**src/rtl/normalization_pipe_pkg.sv**
```systemverilog
// Shared definitions for the normalization pipe.
//   DEF_MAN_W / DEF_EXP_W : default mantissa-sum and exponent widths
//   SHIFT_LEFT/SHIFT_RIGHT: encoding of the shift_dir output
//   norm_flags_t          : result flag bundle carried by stage 2
package normalization_pipe_pkg;

  localparam int DEF_MAN_W = 12;
  localparam int DEF_EXP_W = 5;

  localparam logic SHIFT_LEFT  = 1'b0;
  localparam logic SHIFT_RIGHT = 1'b1;

  typedef struct packed {
    logic zero;
    logic sticky;
    logic exp_ovf;
    logic exp_unf;
  } norm_flags_t;

endpackage

```
**src/rtl/lzc_count.sv**
```systemverilog
// Combinational leading-zero counter over the MAN_W-1 bits below the carry.
//   vec      : mantissa bits [MAN_W-2:0]
//   cnt      : number of zeros above the most significant one (0 when vec==0)
//   all_zero : vec has no set bit
module lzc_count #(
  parameter  int MAN_W = 12,
  localparam int SH_W  = $clog2(MAN_W)
) (
  input  logic [MAN_W-2:0] vec,
  output logic [SH_W-1:0]  cnt,
  output logic             all_zero
);

  // Scan upward; the last (highest) set bit found determines the count.
  always_comb begin
    cnt      = '0;
    all_zero = 1'b1;
    for (int i = 0; i < MAN_W-1; i++) begin
      if (vec[i]) begin
        cnt      = SH_W'(MAN_W-2-i);
        all_zero = 1'b0;
      end
    end
  end

endmodule

```
**src/rtl/normalization_pipe.sv**
```systemverilog
// Two-stage post-add normalizer with valid/ready handshake.
//   clk, rst_n            : clock, async active-low reset
//   flush                 : synchronous clear of both stages
//   in_valid/in_ready     : input handshake; mantissa_sum, exponent_in
//   out_valid/out_ready   : output handshake
//   norm_mantissa         : leading one at bit MAN_W-2 (or zero)
//   norm_exponent         : adjusted, saturated exponent
//   shift_dir, shift_num  : applied shift (0=left, 1=right) and distance
//   zero, sticky, exp_ovf, exp_unf : result flags
// Stage 1 decides direction/count/zero; stage 2 shifts and adjusts exponent.
module normalization_pipe
  import normalization_pipe_pkg::*;
#(
  parameter  int MAN_W = DEF_MAN_W,
  parameter  int EXP_W = DEF_EXP_W,
  localparam int SH_W  = $clog2(MAN_W)
) (
  input  logic             clk,
  input  logic             rst_n,
  input  logic             flush,
  input  logic             in_valid,
  output logic             in_ready,
  input  logic [MAN_W-1:0] mantissa_sum,
  input  logic [EXP_W-1:0] exponent_in,
  output logic             out_valid,
  input  logic             out_ready,
  output logic [MAN_W-1:0] norm_mantissa,
  output logic [EXP_W-1:0] norm_exponent,
  output logic             shift_dir,
  output logic [SH_W-1:0]  shift_num,
  output logic             zero,
  output logic             sticky,
  output logic             exp_ovf,
  output logic             exp_unf
);

  localparam int STAGES = 2;
  // Exponent math is one bit wider than either operand so neither
  // overflow nor borrow can wrap silently.
  localparam int AW = ((SH_W > EXP_W) ? SH_W : EXP_W) + 1;
  localparam logic [AW-1:0] EXP_MAX = AW'((1 << EXP_W) - 1);

  logic [STAGES:1] vld_pipe;
  logic            en1, en2;

  assign en2       = out_ready || !vld_pipe[2];
  assign en1       = en2 || !vld_pipe[1];
  assign in_ready  = en1;
  assign out_valid = vld_pipe[2];

  always_ff @(posedge clk or negedge rst_n) begin
    if (!rst_n) begin
      vld_pipe <= '0;
    end else if (flush) begin
      vld_pipe <= '0;
    end else begin
      if (en1) vld_pipe[1] <= in_valid;
      if (en2) vld_pipe[2] <= vld_pipe[1];
    end
  end

  // ---------------- stage 1: direction, count, zero ----------------
  logic [SH_W-1:0] lz;
  logic            lz_all_zero;

  lzc_count #(.MAN_W(MAN_W)) u_lzc (
    .vec      (mantissa_sum[MAN_W-2:0]),
    .cnt      (lz),
    .all_zero (lz_all_zero)
  );

  logic             carry;
  logic             s1_dir_n;
  logic [SH_W-1:0]  s1_num_n;
  logic             s1_zero_n;

  assign carry     = mantissa_sum[MAN_W-1];
  assign s1_zero_n = !carry && lz_all_zero;
  assign s1_dir_n  = carry ? SHIFT_RIGHT : SHIFT_LEFT;
  assign s1_num_n  = carry ? SH_W'(1) : (lz_all_zero ? '0 : lz);

  logic             s1_dir;
  logic [SH_W-1:0]  s1_num;
  logic             s1_zero;
  logic [MAN_W-1:0] s1_man;
  logic [EXP_W-1:0] s1_exp;

  always_ff @(posedge clk or negedge rst_n) begin
    if (!rst_n) begin
      s1_dir  <= SHIFT_LEFT;
      s1_num  <= '0;
      s1_zero <= 1'b0;
      s1_man  <= '0;
      s1_exp  <= '0;
    end else if (en1 && in_valid) begin
      s1_dir  <= s1_dir_n;
      s1_num  <= s1_num_n;
      s1_zero <= s1_zero_n;
      s1_man  <= mantissa_sum;
      s1_exp  <= exponent_in;
    end
  end

  // ---------------- stage 2: shift, exponent, flags ----------------
  logic [AW-1:0]    exp_ext, num_ext, exp_inc, exp_dec;
  logic [MAN_W-1:0] man_n;
  logic [EXP_W-1:0] exp_n;
  norm_flags_t      flags_n;

  always_comb begin
    man_n   = '0;
    exp_n   = '0;
    flags_n = '0;
    exp_ext = AW'(s1_exp);
    num_ext = AW'(s1_num);
    exp_inc = exp_ext + AW'(1);
    exp_dec = exp_ext - num_ext;
    if (s1_zero) begin
      flags_n.zero = 1'b1;
    end else if (s1_dir == SHIFT_RIGHT) begin
      man_n          = s1_man >> 1;
      flags_n.sticky = s1_man[0];
      if (exp_inc > EXP_MAX) begin
        flags_n.exp_ovf = 1'b1;
        exp_n           = EXP_W'(EXP_MAX);
      end else begin
        exp_n = EXP_W'(exp_inc);
      end
    end else if (num_ext > exp_ext) begin
      // Cannot normalise without a negative exponent: flush to zero.
      flags_n.exp_unf = 1'b1;
      flags_n.zero    = 1'b1;
    end else begin
      man_n = s1_man << s1_num;
      exp_n = EXP_W'(exp_dec);
    end
  end

  always_ff @(posedge clk or negedge rst_n) begin
    if (!rst_n) begin
      norm_mantissa <= '0;
      norm_exponent <= '0;
      shift_dir     <= SHIFT_LEFT;
      shift_num     <= '0;
      zero          <= 1'b0;
      sticky        <= 1'b0;
      exp_ovf       <= 1'b0;
      exp_unf       <= 1'b0;
    end else if (en2 && vld_pipe[1]) begin
      norm_mantissa <= man_n;
      norm_exponent <= exp_n;
      shift_dir     <= s1_dir;
      shift_num     <= s1_num;
      zero          <= flags_n.zero;
      sticky        <= flags_n.sticky;
      exp_ovf       <= flags_n.exp_ovf;
      exp_unf       <= flags_n.exp_unf;
    end
  end

endmodule
```
**config.mk**
```make
export PLATFORM = sky130hd
export DESIGN_NAME = normalization_pipe
export DESIGN_NICKNAME = d
export VERILOG_FILES = /design/src/rtl/normalization_pipe_pkg.sv /design/src/rtl/lzc_count.sv /design/src/rtl/normalization_pipe.sv
export SDC_FILE = /design/constraint.sdc
export NUM_CORES = 1
export LEC_CHECK = 0
export BUFFER_PORTS_ARGS = -buffer_cell sky130_fd_sc_hd__buf_2
export CAP_MARGIN = 5
export CORE_MARGIN = 3
export CORE_UTILIZATION = 60
export DETAILED_ROUTE_END_ITERATION = 8
export PLACE_DENSITY = 0.85
export SKIP_LAST_GASP = 1
export SLEW_MARGIN = 15
export SYNTH_ARGS = -nofsm -noshare
export SYNTH_HDL_FRONTEND = slang
export SYNTH_SLANG_ARGS = --single-unit
```
**constraint.sdc**
```tcl
create_clock -name clk -period 6.3 [get_ports clk]
set_input_delay 0.63 -clock clk [delete_from_list [all_inputs] [get_ports clk]]
set_output_delay 0.63 -clock clk [all_outputs]
set_load 0.01 [all_outputs]
```
==> impl_metrics.tcl <==
set metrics [dict create \
    die_w_um 73.1 \
    syn_area_um2 2700 \
    fin_setup_tns_ps 0 \
    synthToLayoutAreaGrowth_pct 12.3 \
    grt_max_degree 51 \
    yosys-mux-area-fraction_pct 14.9 \
    synth_seq_cells 50 \
    end_kind "flip-flop" \
    leakagePower_nw 1.39 \
    ant_nets 0 \
    dp_cells 341 \
    vias_per_cell 6.21 \
    cts_tree "yes" \
    fin_nets 326 \
    gp_congestion 0.931 \
    fin_skew_ps 6.31 \
    syn_nets 283 \
    synth_top_area_cell "dfrtp_1" \
    min_period_ps 2700 \
    fp.dieArea_um2 5340 \
    final_max_slew_viol_count 0 \
    hold_viol 0 \
    seq_area_frac_synth_pct 46.4 \
    ys_types 47 \
    crit_family "compound AO/OA/AOI/OAI gates" \
    crit_type "reg2reg" \
    num_rows 23 \
    synth-adder-area-share_pct 3.06 \
    power_density_nw_per_um2 266 \
    max-cap-violations 0 \
    yosys_warnings 0 \
    post_cts_buffers 0 \
    ys.flop_type "dfrtp_1" \
    overflow 0 \
    seq_area_um2 1250 \
    timing.slew.headroom_pct 35.7 \
    irDropWorstVdd_uv 199 \
    worstHoldPathType "in2async" \
    rsz0062_at_grt "false" \
    antenna_found_initial 0 \
    ctsResizeCount 0 \
    wl_um 5870 \
    r2r_start "s1_num[1]" \
    critPathLaunch "s1_num[1]" \
    synth_top_family_by_area "compound AO/OA/AOI/OAI gates" \
    critPathSlowestCell "dfrtp_1" \
    fmax_ghz 0.370 \
    clk_pin_slew_ps 90 \
    start_util_pct 64.7 \
    grt_pass1_vias 2062 \
    layout-drive-gt1-share_pct 28.1 \
    root_buffer "clkbuf_8" \
    die_h_um 73.1 \
    yosysTopAreaCellShare_pct 46.4 \
    wl_per_cell_um 16.8 \
    cts_buffer_depth 2 \
    drc 0 \
    tightest_slew_ps 962 \
    grt_first_pass_wirelength_um 9850 \
    finalSetupViolCount 0 \
    cp.arrival_ps 2890 \
    yosys.area_share.simple_pct 11.9 \
    synth_compound_area_share_pct 18.8 \
    clock_latency_ps 300 \
    vias 2168 \
    grtUsageTotal_pct 24.0 \
    cp.buffers_inverters 1 \
    synth_edf_count 0 \
    first_iter_violations 222 \
    first_pass_iters 4 \
    status "completed" \
    synth_xor_area_share_pct 0.649 \
    fillCellCount 301 \
    syn_inst 255 \
    hold_buffers 0 \
    critPathRequiredTime_ps 6490 \
    diodes 0 \
    core-area_um2 4170 \
    netlist_top_cells_area "dfrtp_1 46%, mux2_2 8.8%, mux2i_1 5.6%" \
    fin_cells 349 \
    multiInputGateArea_um2 1330 \
    final_cell_mix "50 x dfrtp_1, 48 x buf_2, 25 x o21ai_0" \
    cp_cell_sequence "inv_1 > ha_1 > nor2b_4 > o31a_1 > o31ai_1 > a21oi_1 > a221o_1" \
    cts_buffers 5 \
    cts_sinks 50 \
    syn_avg_cell_area_um2 10.6 \
    async_flop_share_pct 100 \
    critPathMaxStageDelay_ps 850 \
    critPathLaunchType "flip-flop" \
    htreeDepth 2 \
    hpwlAfterDp_um 4350 \
    cp_max_fo 18 \
    post-route-period-util_pct 42.9 \
    portBuffers 49 \
    mostFrequentLayoutCell "dfrtp_1" \
    pin_count 50 \
]
==> synthesized netlist by cell type (2+ instances only) <==
master     instances
xor2_1             2
clkbuf_1           6
and4_1             2
a2111oi_0          2
o21a_1             3
nor2b_1            2
mux2_2            21
buf_6              2
dfrtp_1           50
o31ai_1            5
inv_1             10
nor2_1            12
a32o_1             2
a211oi_1           4
a221oi_1           2
ha_1               5
nand2_1           17
a22oi_1           11
buf_2              5
nor3_1             9
or3_1              2
a22o_1             6
a221o_1            2
a21oi_1            9
o21ai_0           25
mux2i_1           15
nand3_1            4
==> final cells by class <==
type,instances,share of cell area (%)
inverter,11,1.36
multi-input combinational,180,43.8
timing repair buffer,50,8.42
clock buffer,7,2.85
sequential,50,41.3
clock inverter,1,0.165
tap,50,2.06
==> worst paths after layout <==
check,to,slack (ps),cells after the start
min in group clk,vld_pipe[2],480,2
worst max register to register,norm_mantissa[8],3600,7
worst min register to register,shift_num[3],480,2
worst min-delay path,s1_exp[0],330,1
worst max-delay path,norm_mantissa[8],3600,7
max in group asynchronous,norm_mantissa[0],5560,1
==> sequential cells by signal, summed over array words and instances, names as in the netlist, 2 cells and up <==
signal	cells
shift_num	4
s1_exp	5
vld_pipe	2
s1_man	11
norm_exponent	5
s1_num	4
norm_mantissa	12
==> per-stage QoR <==
stage	cell area, µm²	setup WS, ps	utilization, %	hold slack, ps	power (W)
3_5_place_dp	2940	3640	70.4	471	0.000620
6_report	3030	3600	72.6	332	0.000806
5_1_grt	3030	3390	72.6	366	0.000849
2_1_floorplan	2700	4050	-	334	0.000539
3_3_place_gp	2940	3740	70.4	461	0.000612
4_1_cts	3030	3600	72.6	471	0.000809
==> power breakdown <==
part           internal [W]  total [W]  leakage [nW]  switching, W
Sequential         0.000366   0.000412         0.624     0.0000458
Clock             0.0000887   0.000191        0.0482      0.000102
Combinational     0.0000988   0.000203         0.723      0.000104
==> layer usage <==
metal,GRT usage [%],share of wire (%),vias to the layer above
met5,0,0,-
met1,34.7,48,1049
met3,5.92,6.3,10
met2,34.9,44,77
li1,-,-,1032
met4,8.61,1.7,0
==> kinds of logic (layout without fill, tap and decap cells) <==
logic type / after synthesis / count (layout)
mux: 37 / 37
buf+inv: 25 / 69
flops: 50 / 50
compound gates: 75 / 75
xor+xnor: 2 / 2
fa+ha+maj: 6 / 6
simple gates: 60 / 60
(Power assumes the default switching activity.)
